==> src/rtl/periferico_rx_pkg.sv <==
// Shared types and defaults for the peripheral-side receive buffer.
// State encoding is visible on the estado debug port.
package periferico_rx_pkg;

  typedef enum logic [1:0] {
    IDLE = 2'b00,
    ACK  = 2'b01,
    BLOQ = 2'b10
  } estado_t;

  localparam int DEF_WIDTH = 4;
  localparam int DEF_DEPTH = 4;
  localparam int DEF_CNT_W = 8;

endpackage

==> src/rtl/sync_2ff.sv <==
// Two-flop synchronizer for signals crossing into the local clock domain.
// Async active-high reset clears both stages.
module sync_2ff #(
  parameter int W = 1
) (
  input  logic         clk,
  input  logic         rst,
  input  logic [W-1:0] d,
  output logic [W-1:0] q
);

  logic [W-1:0] s1;

  always_ff @(posedge clk or posedge rst) begin
    if (rst) begin
      s1 <= '0;
      q  <= '0;
    end else begin
      s1 <= d;
      q  <= s1;
    end
  end

endmodule

==> src/rtl/periferico_rx_buffer.sv <==
// 4-phase send/ack responder feeding a small FIFO with a valid/ready drain.
// Ack is withheld while the FIFO is full, stalling the sender.
module periferico_rx_buffer
  import periferico_rx_pkg::*;
#(
  parameter int WIDTH = DEF_WIDTH,
  parameter int DEPTH = DEF_DEPTH,
  parameter int CNT_W = DEF_CNT_W
) (
  input  logic                   clk,
  input  logic                   rst,
  input  logic                   send,
  input  logic [WIDTH-1:0]       dados,
  output logic                   ack,
  output logic [1:0]             estado,
  output logic [WIDTH-1:0]       dout,
  output logic                   dout_valid,
  input  logic                   dout_ready,
  output logic [$clog2(DEPTH):0] count,
  output logic                   full,
  output logic [CNT_W-1:0]       rx_total
);

  localparam int AW = $clog2(DEPTH);
  localparam int CW = AW + 1;

  logic             s2;
  estado_t          state, state_n;
  logic             ack_n;
  logic             push;
  logic             wr_q;
  logic [WIDTH-1:0] wr_data;
  logic [WIDTH-1:0] mem [DEPTH];
  logic [AW-1:0]    wr_ptr, rd_ptr;
  logic             do_push, do_pop;

  sync_2ff #(.W(1)) u_sync (
    .clk (clk),
    .rst (rst),
    .d   (send),
    .q   (s2)
  );

  always_comb begin
    state_n = state;
    ack_n   = ack;
    push    = 1'b0;
    case (state)
      IDLE: begin
        ack_n = 1'b0;
        if (s2 && !full) begin
          push    = 1'b1;
          ack_n   = 1'b1;
          state_n = ACK;
        end else if (s2) begin
          state_n = BLOQ;
        end
      end
      ACK: begin
        ack_n = 1'b1;
        if (!s2) begin
          ack_n   = 1'b0;
          state_n = IDLE;
        end
      end
      BLOQ: begin
        ack_n = 1'b0;
        if (s2 && !full) begin
          push    = 1'b1;
          ack_n   = 1'b1;
          state_n = ACK;
        end else if (!s2) begin
          state_n = IDLE;
        end
      end
      default: begin
        ack_n   = 1'b0;
        state_n = IDLE;
      end
    endcase
  end

  // The captured word lands in the FIFO one edge after the FSM accepts it.
  always_ff @(posedge clk or posedge rst) begin
    if (rst) begin
      state    <= IDLE;
      ack      <= 1'b0;
      wr_q     <= 1'b0;
      wr_data  <= '0;
      rx_total <= '0;
    end else begin
      state <= state_n;
      ack   <= ack_n;
      wr_q  <= push;
      if (push) begin
        wr_data  <= dados;
        rx_total <= rx_total + 1'b1;
      end
    end
  end

  assign estado     = state;
  assign full       = (count == CW'(DEPTH));
  assign dout_valid = (count != '0);
  assign dout       = mem[rd_ptr];
  assign do_push    = wr_q && !full;
  assign do_pop     = dout_valid && dout_ready;

  always_ff @(posedge clk or posedge rst) begin
    if (rst) begin
      wr_ptr <= '0;
      rd_ptr <= '0;
      count  <= '0;
      for (int i = 0; i < DEPTH; i++) mem[i] <= '0;
    end else begin
      if (do_push) begin
        mem[wr_ptr] <= wr_data;
        wr_ptr      <= wr_ptr + 1'b1;
      end
      if (do_pop) rd_ptr <= rd_ptr + 1'b1;
      if (do_push && !do_pop) count <= count + 1'b1;
      else if (!do_push && do_pop) count <= count - 1'b1;
    end
  end

endmodule

==> config.mk <==
export PLATFORM = sky130hd
export DESIGN_NAME = periferico_rx_buffer
export DESIGN_NICKNAME = d
export VERILOG_FILES = /design/src/rtl/periferico_rx_pkg.sv /design/src/rtl/sync_2ff.sv /design/src/rtl/periferico_rx_buffer.sv
export SDC_FILE = /design/constraint.sdc
export NUM_CORES = 1
export LEC_CHECK = 0
export CAP_MARGIN = 0
export CORE_AREA = 5 5 61 76
export CTS_CLUSTER_SIZE = 30
export DETAILED_ROUTE_END_ITERATION = 7
export DIE_AREA = 0 0 66 81
export PLACE_DENSITY = 0.82
export SLEW_MARGIN = 20
export SYNTH_ARGS = -nofsm -noshare
export SYNTH_HDL_FRONTEND = slang
export SYNTH_SLANG_ARGS = --single-unit
==> constraint.sdc <==
create_clock -name clk -period 3.7 [get_ports clk]
set_input_delay 0.555 -clock clk [delete_from_list [all_inputs] [get_ports clk]]
set_output_delay 0.555 -clock clk [all_outputs]
set_load 0.02 [all_outputs]
* After elaboration in Yosys (flattened, before gate mapping)
Index checks and enable logic that the tools add are counted.
** Cells by class
- Add/sub/neg operators :: 5
- Magnitude comparators :: 3
- Equality and inequality tests :: 4
- Mux-type cells :: 17
- Bitwise logic cells :: 2
- Reduce and logical (&&, ||, !) cells :: 13
** Operators with widths (count)
- 16-bit bitwise mux :: 1
- 4-bit 2-to-1 mux :: 3
- 8-bit by 1-bit adder with 8-bit output (second input constant) :: 1
- 4-bit binary-select mux with 2-bit select :: 1
- 4-bit demux with 2-bit select :: 1
- 2-bit 2-to-1 mux :: 4
- 3-bit >= comparator (second input constant) :: 2
- 1-bit logical AND :: 6
- 3-bit 2-to-1 mux :: 2
- 2-bit NOT with 3-bit output :: 2
- 2-bit case mux with 3 select lines :: 1
- 2-bit by 1-bit adder with 2-bit output (second input constant) :: 2
- 3-bit by 1-bit adder with 3-bit output (second input constant) :: 1
- 3-bit equality test (second input constant) :: 1
- 1-bit logical NOT :: 3
- 3-bit by 1-bit < comparator with 1-bit output (second input constant) :: 1
- 1-bit 2-to-1 mux :: 3
- 3-bit by 2-bit inequality test with 1-bit output (second input constant) :: 1
- 3-bit nonzero test :: 1
- 3-bit by 1-bit subtractor with 3-bit output (second input constant) :: 1
- 2-bit by 1-bit equality test with 1-bit output (second input constant) :: 1
- 2-bit equality test (second input constant) :: 1
- 2-bit logical NOT :: 1
- 1-bit case mux with 2 select lines :: 1
- other kinds (2) :: 2
** Word-level totals
- Flip-flop bits (word level) :: 41
- Output and inout port bits :: 20
- Logic and storage cells :: 58

* Depth between registers and ports, before layout
Gate-level depths: netlist of run 1.
- Word-level depth :: 7
- Depth in mapped cells :: 10
- Depth with buffers taken out :: 9

* By module
Synthesis of run 1 repeated with hierarchy kept, for this count alone.
** Unflattened totals
- Cell total of the unflattened synthesis :: 128
- Area total of the unflattened synthesis :: 1839.3 sq um
** Modules (own cells, without submodules)
- periferico_rx_buffer :: times used 1, cells each 125, area an instance 1785.5 sq um, sequential area each 975.9 sq um
- sync_2ff :: times used 1, cells each 3, area an instance 53.8 sq um, sequential area each 50.0 sq um

* Worst setup path before layout of run 1
OpenSTA, ideal clock, no wires.
- Path type :: reg2reg
- Start point :: register count[0]
- End point :: register count[1]
- Arrival :: 2.151 ns
- Data required time :: 3.575 ns
- Slack :: 1.424 ns
- Cell stages (with the launch flop) :: 9
- Period minus slack after synthesis :: 2.276 ns
- Path through :: dfrtp_1 -> or3b_1 -> buf_6 -> nand2_1 -> inv_1 -> ha_1 -> inv_1 -> fa_1 -> mux2_2
** Between the ends
- Cells in the longest elaborated chain, start to end :: 6
** Ends and longest elaborated chain
- start: declaration :: line periferico_rx_buffer.sv:19 : output logic [$clog2(DEPTH):0] count,
- start signal: assignment :: line periferico_rx_buffer.sv:121 : if (do_push && !do_pop) count <= count + 1'b1;
- start signal: assignment :: line periferico_rx_buffer.sv:122 : else if (!do_push && do_pop) count <= count - 1'b1;
- 3-bit equality test * :: line periferico_rx_buffer.sv:103 : assign full = (count == CW'(DEPTH));
- 1-bit logical NOT * :: line periferico_rx_buffer.sv:106 : assign do_push = wr_q && !full;
- 1-bit logical AND * :: line periferico_rx_buffer.sv:106
- via do_push :: line periferico_rx_buffer.sv:35 : logic do_push, do_pop;
- 1-bit logical NOT :: line periferico_rx_buffer.sv:122
- 1-bit logical AND :: line periferico_rx_buffer.sv:122
- 2-bit nonzero test (no line)
The timed path passes the listed nets; every way through them passes the cells marked *. The select of a mux whose other input is x is not followed.
A chain may end at the register's enable or synchronous reset.

* Worst setup path after layout of run 1
- Start point :: register count[0]
- End point :: output port full
** Between the ends
- Cells in the longest elaborated chain, start to end :: 1
** Ends and longest elaborated chain
- 3-bit equality test :: line periferico_rx_buffer.sv:103
- end: declaration :: line periferico_rx_buffer.sv:20 : output logic full,
No other way between the ends.

==> results of run 1 <==
-- critical path, delay by kind of cell (launching register included) --
family / cells / cell delay [ns]
buffers and inverters: 2 / 0.83
DFF: 1 / 0.44
and+or+nand+nor: 1 / 0.58
-- layout make-up --
class	instances	area, um2
fill	298	1560
tap	54	67.6
clock buffer	6	72.6
inverter	6	22.5
multi-input combinational	74	749
timing repair buffer	28	278
clock inverter	2	10.0
sequential	41	1030
-- placed cells by master, fill, tap and decap left out, types with 2 or more instances in the layout --
master	instances
dfrtp_1	41
clkdlybuf4s50_1	27
mux2_2	19
xnor2_1	8
inv_1	6
ha_1	6
xor2_1	5
nand3_1	5
clkbuf_8	5
mux2_4	4
mux4_2	4
nand2_1	3
and3_2	3
nor2_1	2
and3_1	2
o211a_1	2
clkinv_2	2
-- metal layers --
| metal | up-vias | wire [um] | share of wire (%) |
|---|---|---|---|
| met5 | - | 0 | 0 |
| met4 | 0 | 84 | 2.6 |
| met3 | 9 | 130 | 4.0 |
| met2 | 29 | 1630 | 50 |
| met1 | 535 | 1430 | 44 |
| li1 | 497 | - | - |
-- power groups by stage --
stage / logic, uW / clock network [uW] / registers, uW
5_1_grt: 890 / 303 / 850
6_report: 829 / 274 / 817
4_1_cts: 844 / 286 / 819
3_5_place_dp: 840 / 0 / 826
2_1_floorplan: 520 / 0 / 826
3_3_place_gp: 805 / 0 / 804
-- sequential cells by signal, summed over array words and instances (netlist names), 2 cells and up --
register,count
mem,16
rx_total,8
wr_data,4
count,3
estado,2
rd_ptr,2
wr_ptr,2
-- how the worst max path moves through the flow --
stage | from | endpoint | slack (ns) | cells after the start
finish | count[0]$_DFFE_PP0P_ | full | 1.01 | 3
global route | count[0]$_DFFE_PP0P_ | full | 0.88 | 3
CTS | count[0]$_DFFE_PP0P_ | full | 0.98 | 3
detailed placement | count[0]$_DFFE_PP0P_ | full | 1.32 | 3
global placement | count[0]$_DFFE_PP0P_ | full | 1.36 | 3
floorplan | count[0]$_DFFE_PP0P_ | count[1]$_DFFE_PP0P_ | 1.42 | 8
-- logic make-up after synthesis --
group / count (synthesis) / share of synthesized area (%)
DFF: 41 / 55.9
muxes: 27 / 19.8
and+or+nand+nor: 25 / 8.52
xor gates and xnor gates: 13 / 6.20
buffers and inverters: 12 / 3.27
adders and majority gates: 7 / 5.18
AOI/OAI and AO/OA: 2 / 1.09
-- stage by stage --
stage	power [uW]	hold slack, ns	worst slack, ns	utilization [%]
floorplan	1350	0.331	1.42	-
global placement	1610	0.339	1.36	56.6
detailed placement	1670	0.340	1.32	56.6
CTS	1950	0.360	0.984	58.8
global route	2040	0.371	0.883	58.8
finish	1920	0.356	1.01	58.8
==> impl_metrics.ini, run 1 <==
[synth]
syn-mean-instance-area_um2 = 14.5
most_frequent_cell_after_synthesis = dfrtp_1
async_flop_share_pct = 100
netlist_area_mm2 = 0.00184
synth_enable_flop_cells = 0
synth_seq_area_share_pct = 55.9
yosysUniqueCellTypes = 27
yosysTopAreaCell = dfrtp_1
synthesis.nets = 142
ys_top_cells_by_area = dfrtp_1, mux2_2, mux4_2
synthCells = 127
yosysTopAreaCellShare_pct = 55.9
ys_top_cells_by_count = dfrtp_1, mux2_2, xnor2_1
yosys_warnings = 0
yosys_register_bits = 41
synth_top_flop_cell = dfrtp_1

[clocking]
tritoncts_num_sinks = 41
cts_resized = 0
cts_post_setup_buffers_inserted = 0
h-tree-depth = 2
tritoncts = done
cts_hold_repair.buffers = 0
cts_root_buf = clkbuf_8
worst_skew_pair_latency_ns = 0.29
cts_max_path_buffers = 2
worst_setup_hold_path_clk_slew_ns = 0.07
numCtsBuffers = 5

[sta]
setup_viol = 0
clock-skew-final_ns = 0.00360
period_share_pct = 72.8
timing_worst_slew_pin_value_ns = 0.744
total_negative_slack_for_setup_checks_ns = 0
rsz0062_at_grt = no
max_slew_margin_pct = 50.3
finalHoldViolations = 0
max_freq_ghz = 0.371
slew_violations = 0
final_critical_delay_including_setup_and_external_delays_ns = 2.69

[floorplan]
initial_utilization_pct = 48.5
placeableCoreArea_mm2 = 0.00378
top_level_ports = 28
die_x_um = 66
die_area_mm2 = 0.00535
std_cell_rows = 25
die_height_um = 81

[setup_path]
worstSetupStartpointType = flip-flop
crit_path_cell_trace = or3b_1 -> inv_1 -> clkdlybuf4s50_1
cp_data_arrival_time_ns = 2.14
critPathMaxStageDelay_ns = 0.63
critPathSlowestCell = clkdlybuf4s50_1
critical_path_class = flip-flop to primary output
worst-endpoint-required_ns = 3.14
timing.reg2reg.worst_path_depth = 7
endpoint_of_the_most_critical_register_to_register_path = count[1]$_DFFE_PP0P_
r2r-start = count[0]$_DFFE_PP0P_
worstPathMaxFanout = 13
critPathCaptureType = primary output
setup.reg_to_reg.worst_slack_ns = 1.33

[global_route]
gr-usage-met1_pct = 16.1
grt-busiest-layer = met2
pin_count_of_the_biggest_net_entering_global_routing = 23
grt_pass1_wl_um = 5550
number_of_global_route_vias_before_repair = 1186
grt_overflow_total = 0
grtUsageTotal_pct = 14.1
met3_usage_pct = 4.70
met2_capacity_usage_during_global_routing_pct = 23.7
antenna_found_initial = 0

[layout]
synth_to_final_area_change_pct = 21.3
design.final.nets = 171
antennaDiodeCount = 0
final-instance-count-excl-fill = 211
finalInstanceArea_mm2 = 0.00223
post_route_cells_drive_above_1_share_pct = 26.1

[detailed_routing]
drc_errors = 0
drt_first_pass_iters = 4
number_of_antenna_violating_nets_in_the_routed_design = 0
detail_route.iter0.violations = 39
vias_after_detailed_routing = 1070
post_drt_via_cell_ratio = 5.07
wl_cell_um = 15.5
routed_wire_length_um = 3280

[placed_design]
portbufs = 27
routabilityCongestion = 0.858
placement.cell_area_mm2 = 0.00214
post_placement_cell_count = 203
hpwl_um = 2440

[worst_hold_path]
holdCritPathClass = flip-flop to flip-flop
worst_hold_path.num_cells = 0
hold_start = u_sync.s1$_DFF_PP0_
worst_hold_endpoint = u_sync.q$_DFF_PP0_

[outcome]
outcome = complete, no violations

[pwr]
sw_frac_of_total_pct = 35.2
comb_power_share_pct = 43.2
clkPwrFrac_pct = 14.3
power_leakage_uw = 0.000992
cell_internal_pwr_uw = 1250
power.ir.vdd_worst_mv = 0.474
cellPowerDensity_mw_per_mm2 = 863
seq_power_share_pct = 42.5
power_switching_uw = 675

[job]
timing.max_cap.violations = 0
Power figures use the tool's default switching activity.
==> run 2: changes to the inputs <==
Clock period 3.7 ns to 2.8 ns, I/O delays scaled along.
==> run 2 against run 1 <==
Effect of this change:
- global-route usage grew 0.28 points
- flip-flop and latch count stayed put
- worst hold slack about the same
- non-clock buffer count is the same
- setup slack lost 0.75 ns
- final cell count unchanged
==> impl_metrics.ini, run 2 (synthesized netlist as in run 1, its figures left out) <==
[placed_design]
portbufs = 27
placement.cell_area_mm2 = 0.00214
routabilityCongestion = 0.867
hpwl_um = 2310

[setup_path]
worst-endpoint-required_ns = 2.38
critPathCaptureType = primary output
endpoint_of_the_most_critical_register_to_register_path = count[1]$_DFFE_PP0P_
r2r-start = count[0]$_DFFE_PP0P_
timing.reg2reg.worst_path_depth = 7
worstSetupStartpointType = flip-flop
worstPathMaxFanout = 13
setup.reg_to_reg.worst_slack_ns = 0.44
cp-startpoint = count[0]$_DFFE_PP0P_
critical_path_class = flip-flop to primary output
endpoint = full
cp_data_arrival_time_ns = 2.12

[layout]
synth_to_final_area_change_pct = 21.1
post_route_cells_drive_above_1_share_pct = 24.8
design.final.nets = 171
finalInstanceArea_mm2 = 0.00222
layout_utilization_pct = 58.7
most_common_library_cell_in_the_layout_ignoring_fill_and_taps = dfrtp_1
fill_cells = 300
largest-register = mem
largestRegisters = mem (16), rx_total (8), wr_data (4)
antennaDiodeCount = 0
largest_register_ff_count = 16
final_cell_mix = dfrtp_1, clkdlybuf4s50_1, mux2_2

[sta]
slew_violations = 0
max_slew_margin_pct = 67.3
setup_viol = 0
final_critical_delay_including_setup_and_external_delays_ns = 2.54
max_freq_ghz = 0.393
clock-skew-final_ns = 0.00405
timing_worst_slew_pin_value_ns = 0.491
total_negative_slack_for_setup_checks_ns = 0
rsz0062_at_grt = no
period_share_pct = 90.8
finalHoldViolations = 0

[clocking]
h-tree-depth = 2
numCtsBuffers = 5
cts_resized = 0
tritoncts_num_sinks = 41
cts_post_setup_buffers_inserted = 0
tritoncts = done
worst_skew_pair_latency_ns = 0.29
cts_max_path_buffers = 2
cts_root_buf = clkbuf_8
worst_setup_hold_path_clk_slew_ns = 0.07
cts_hold_repair.buffers = 0

[detailed_routing]
drc_errors = 0
drt_first_pass_iters = 4
number_of_antenna_violating_nets_in_the_routed_design = 0
post_drt_via_cell_ratio = 5.09
wl_cell_um = 15.1
detail_route.iter0.violations = 48
routed_wire_length_um = 3200
vias_after_detailed_routing = 1075

[global_route]
grtUsageTotal_pct = 14.4
grt_overflow_total = 0
number_of_global_route_vias_before_repair = 1198
pin_count_of_the_biggest_net_entering_global_routing = 42
grt_pass1_wl_um = 5760
antenna_found_initial = 0

[floorplan]
placeableCoreArea_mm2 = 0.00378
die_area_mm2 = 0.00535
top_level_ports = 28
std_cell_rows = 25
initial_utilization_pct = 48.5
die_height_um = 81
die_x_um = 66

[pwr]
power_leakage_uw = 0.000986
totalPowerFinal_uw = 2520
cellPowerDensity_mw_per_mm2 = 1140
power.ir.vdd_worst_mv = 0.608

[job]
timing.max_cap.violations = 0

[worst_hold_path]
holdCritPathClass = flip-flop to flip-flop

[outcome]
outcome = complete, no violations
==> run 2: cell type report <==
type	instances	area, um2	area share, %
flip-flops and latches	41	1030	46.1
multi-input cells	74	749	33.7
repair buffers	28	278	12.5
clock buffers	8	80.1	3.60
well taps	54	67.6	3.04
inverters	6	22.5	1.01
==> run 2: power by group <==
group / total, uW / internal, uW / switching, uW
registers: 1080 / 843 / 238
logic: 1090 / 628 / 458
clock network: 358 / 177 / 181
total: 2520 / 1650 / 877
==> run 2: stage by stage <==
step	worst slack, ns	cells	hold slack (ns)
after floorplan	0.524	127	0.331
after global placement	0.511	203	0.336
after detailed placement	0.433	203	0.343
after CTS	0.230	211	0.359
after global routing	0.128	211	0.368
final	0.257	211	0.356
==> run 2: worst min path at each step <==
stage,from,endpoint,depth (start not counted)
global placement,u_sync.s1$_DFF_PP0_,u_sync.q$_DFF_PP0_,0
detailed placement,u_sync.s1$_DFF_PP0_,u_sync.q$_DFF_PP0_,0
floorplan,u_sync.s1$_DFF_PP0_,u_sync.q$_DFF_PP0_,0
finish,u_sync.s1$_DFF_PP0_,u_sync.q$_DFF_PP0_,0
CTS,u_sync.s1$_DFF_PP0_,u_sync.q$_DFF_PP0_,0
global route,u_sync.s1$_DFF_PP0_,u_sync.q$_DFF_PP0_,0
==> run 2: worst max-delay path, stage by stage, from the launching register on <==
cell,delay (ns)
dfrtp_1,0.44
or3b_1,0.58
inv_1,0.19
clkdlybuf4s50_1,0.63
==> run 2: routing by layer <==
| layer | part of all wire (%) | up-vias | GRT usage (%) |
|---|---|---|---|
| met1 | 42 | 544 | 16.8 |
| met2 | 50 | 27 | 24.1 |
| li1 | - | 497 | - |
| met3 | 6.2 | 7 | 5.67 |
| met5 | 0 | - | 0 |
| met4 | 1.8 | 0 | 4.88 |
==> run 3: changes to the inputs <==
Settings changed: DONT_BUFFER_PORTS set to 1, PLACE_DENSITY 0.82 to 0.72.
==> run 3 against run 2 <==
Effect of this change:
- final cell count is 12% lower
- combinational power is 31% lower
- clock skew is 0.0053 ns higher
- core utilization is 6.6 points lower
- clock power is 4% lower
- non-clock buffer count is 24 lower
- sequential share of layout area is 5.9 points higher
- final area is 11% lower
- routed wire length is 3.4% lower
- maximum frequency is 7.3% higher
- die area stayed put
- sequential power is 8% higher
- critical path type is now flip-flop to flip-flop
- critical endpoint is now count[2]$_DFFE_PP0P_
==> impl_metrics.ini, run 3 (synthesized netlist as in run 1, its figures left out) <==
[floorplan]
die_area_mm2 = 0.00535
initial_utilization_pct = 48.5
std_cell_rows = 25
top_level_ports = 28
die_height_um = 81
die_x_um = 66
placeableCoreArea_mm2 = 0.00378

[job]
timing.max_cap.violations = 0

[layout]
synth_to_final_area_change_pct = 7.43
largest-register = mem
largest_register_ff_count = 16
post_route_cells_drive_above_1_share_pct = 32.1
final-seq-area_mm2 = 0.00103
antennaDiodeCount = 0
most_common_library_cell_in_the_layout_ignoring_fill_and_taps = dfrtp_1
multiInputGateArea_um2 = 749
final_cell_mix = dfrtp_1, mux2_2, xnor2_1
design.final.nets = 147
largestRegisters = mem (16), rx_total (8), wr_data (4)
fill_cells = 341
final-instance-count-excl-fill = 185

[pwr]
power_switching_uw = 846
comb_power_share_pct = 33.1
clkPwrFrac_pct = 15.1
cell_internal_pwr_uw = 1420
power.ir.vdd_worst_mv = 0.596
cellPowerDensity_mw_per_mm2 = 1150
seq_power_share_pct = 51.8
power_leakage_uw = 0.000897
sw_frac_of_total_pct = 37.4

[detailed_routing]
routed_wire_length_um = 3090
drt_first_pass_iters = 2
number_of_antenna_violating_nets_in_the_routed_design = 0
post_drt_via_cell_ratio = 5.30
detail_route.iter0.violations = 19
drc_errors = 0
wl_cell_um = 16.7
vias_after_detailed_routing = 980

[setup_path]
critical_path_class = flip-flop to flip-flop
cp_data_arrival_time_ns = 2.58
crit_path_cell_trace = or3_2 -> nand2_1 -> ha_1 -> inv_1 -> fa_1 -> xor2_1 -> nor2_1 -> xor2_1
critPathMaxStageDelay_ns = 0.60
critPathCaptureType = flip-flop
critPathSlowestCell = or3_2
worstSetupStartpointType = flip-flop
critical_path.most_common_cell = xor2_1
worstPathMaxFanout = 5
worst-endpoint-required_ns = 3.01

[sta]
timing_worst_slew_pin_value_ns = 0.460
slew_violations = 0
max_slew_margin_pct = 69.3
max_freq_ghz = 0.422
setup_viol = 0
period_share_pct = 84.6
total_negative_slack_for_setup_checks_ns = 0
finalHoldViolations = 0
final_critical_delay_including_setup_and_external_delays_ns = 2.37
clock-skew-final_ns = 0.00937
rsz0062_at_grt = no

[clocking]
tritoncts = done
cts_root_buf = clkbuf_8
worst_setup_hold_path_clk_slew_ns = 0.07
worst_skew_pair_latency_ns = 0.29
cts_resized = 0
tritoncts_num_sinks = 41
cts_max_path_buffers = 2
numCtsBuffers = 5
h-tree-depth = 2

[global_route]
grtUsageTotal_pct = 13.7
antenna_found_initial = 0
pin_count_of_the_biggest_net_entering_global_routing = 22
gr-usage-met1_pct = 15.7
grt_overflow_total = 0
met3_usage_pct = 6.09
grt-busiest-layer = met2
met2_capacity_usage_during_global_routing_pct = 22.4
grt_pass1_wl_um = 5370
number_of_global_route_vias_before_repair = 1117

[outcome]
outcome = complete, no violations

[placed_design]
post_placement_cell_count = 178
portbufs = 0
routabilityCongestion = 0.758
hpwl_um = 2380

[worst_hold_path]
holdCritPathClass = primary input to flip-flop
## run 3: cell types whose count changed in the layout (fill, tap and decap cells not counted), sizes merged
| cell | previous run | this run |
|---|---|---|
| buf | 1 | 3 |
| clkbuf | 8 | 5 |
| clkdlybuf4s50 | 27 | 0 |
| clkinv | 0 | 1 |
| dlygate4sd3 | 0 | 1 |
## run 3: critical path: cells and delay by family (launching register included)
| family | cells | cell delay [ns] |
|---|---|---|
| and+or+nand+nor | 3 | 0.86 |
| adders and majority gates | 2 | 0.57 |
| DFF | 1 | 0.51 |
| xor gates and xnor gates | 2 | 0.30 |
| buffers and inverters | 1 | 0.06 |
## run 3: routing by layer
metal	part of all wire, %	wire length (um)
met4	1.7	53
met3	6.1	188
met5	0	0
met1	40	1220
met2	53	1620
## run 3: repair_timing
item	in CTS	in global routing
hold buffers	1	0
buffers inserted	0	0
hold endpoints to repair	7	0
## run 3: power by group through the flow
stage	Combinational [uW]	Sequential [uW]	Clock, uW
floorplan	687	1090	0
global placement	718	1160	0
detailed placement	764	1190	0
CTS	768	1180	358
global route	826	1220	387
finish	749	1170	343
## run 3: final timing paths
path                       slack [ns]                   end                 start  depth (start not counted)
hold reg to reg                  0.35    u_sync.q$_DFF_PP0_   u_sync.s1$_DFF_PP0_                          0
hold / removal                   0.17   u_sync.s1$_DFF_PP0_                  send                          0
min in group asynchronous        0.54  count[2]$_DFFE_PP0P_                   rst                          2
setup reg to reg                 0.43  count[2]$_DFFE_PP0P_  count[0]$_DFFE_PP0P_                          8
setup / recovery                 0.43  count[2]$_DFFE_PP0P_  count[0]$_DFFE_PP0P_                          8
max in group asynchronous        1.67   mem[13]$_DFFE_PP0P_                   rst                          3
## run 3: cell type report
class / instances / share of cell area, %
Clock buffer: 5 / 3.49
Clock inverter: 1 / 0.254
Inverter: 6 / 1.14
Multi-Input combinational cell: 74 / 38.0
Sequential cell: 41 / 52.0
Tap cell: 54 / 3.43
Timing Repair Buffer: 4 / 1.65
## run 3: through the flow
stage	area [um2]	setup slack (ns)	util (%)	hold WS, ns	total power (uW)
final	1970	0.431	52.1	0.166	2260
after detailed placement	1890	0.414	49.9	0.294	1950
after CTS	1970	0.401	52.1	0.154	2300
after floorplan	1840	0.524	-	0.331	1780
after global routing	1970	0.299	52.1	0.139	2440
after global placement	1890	0.497	49.9	0.277	1880
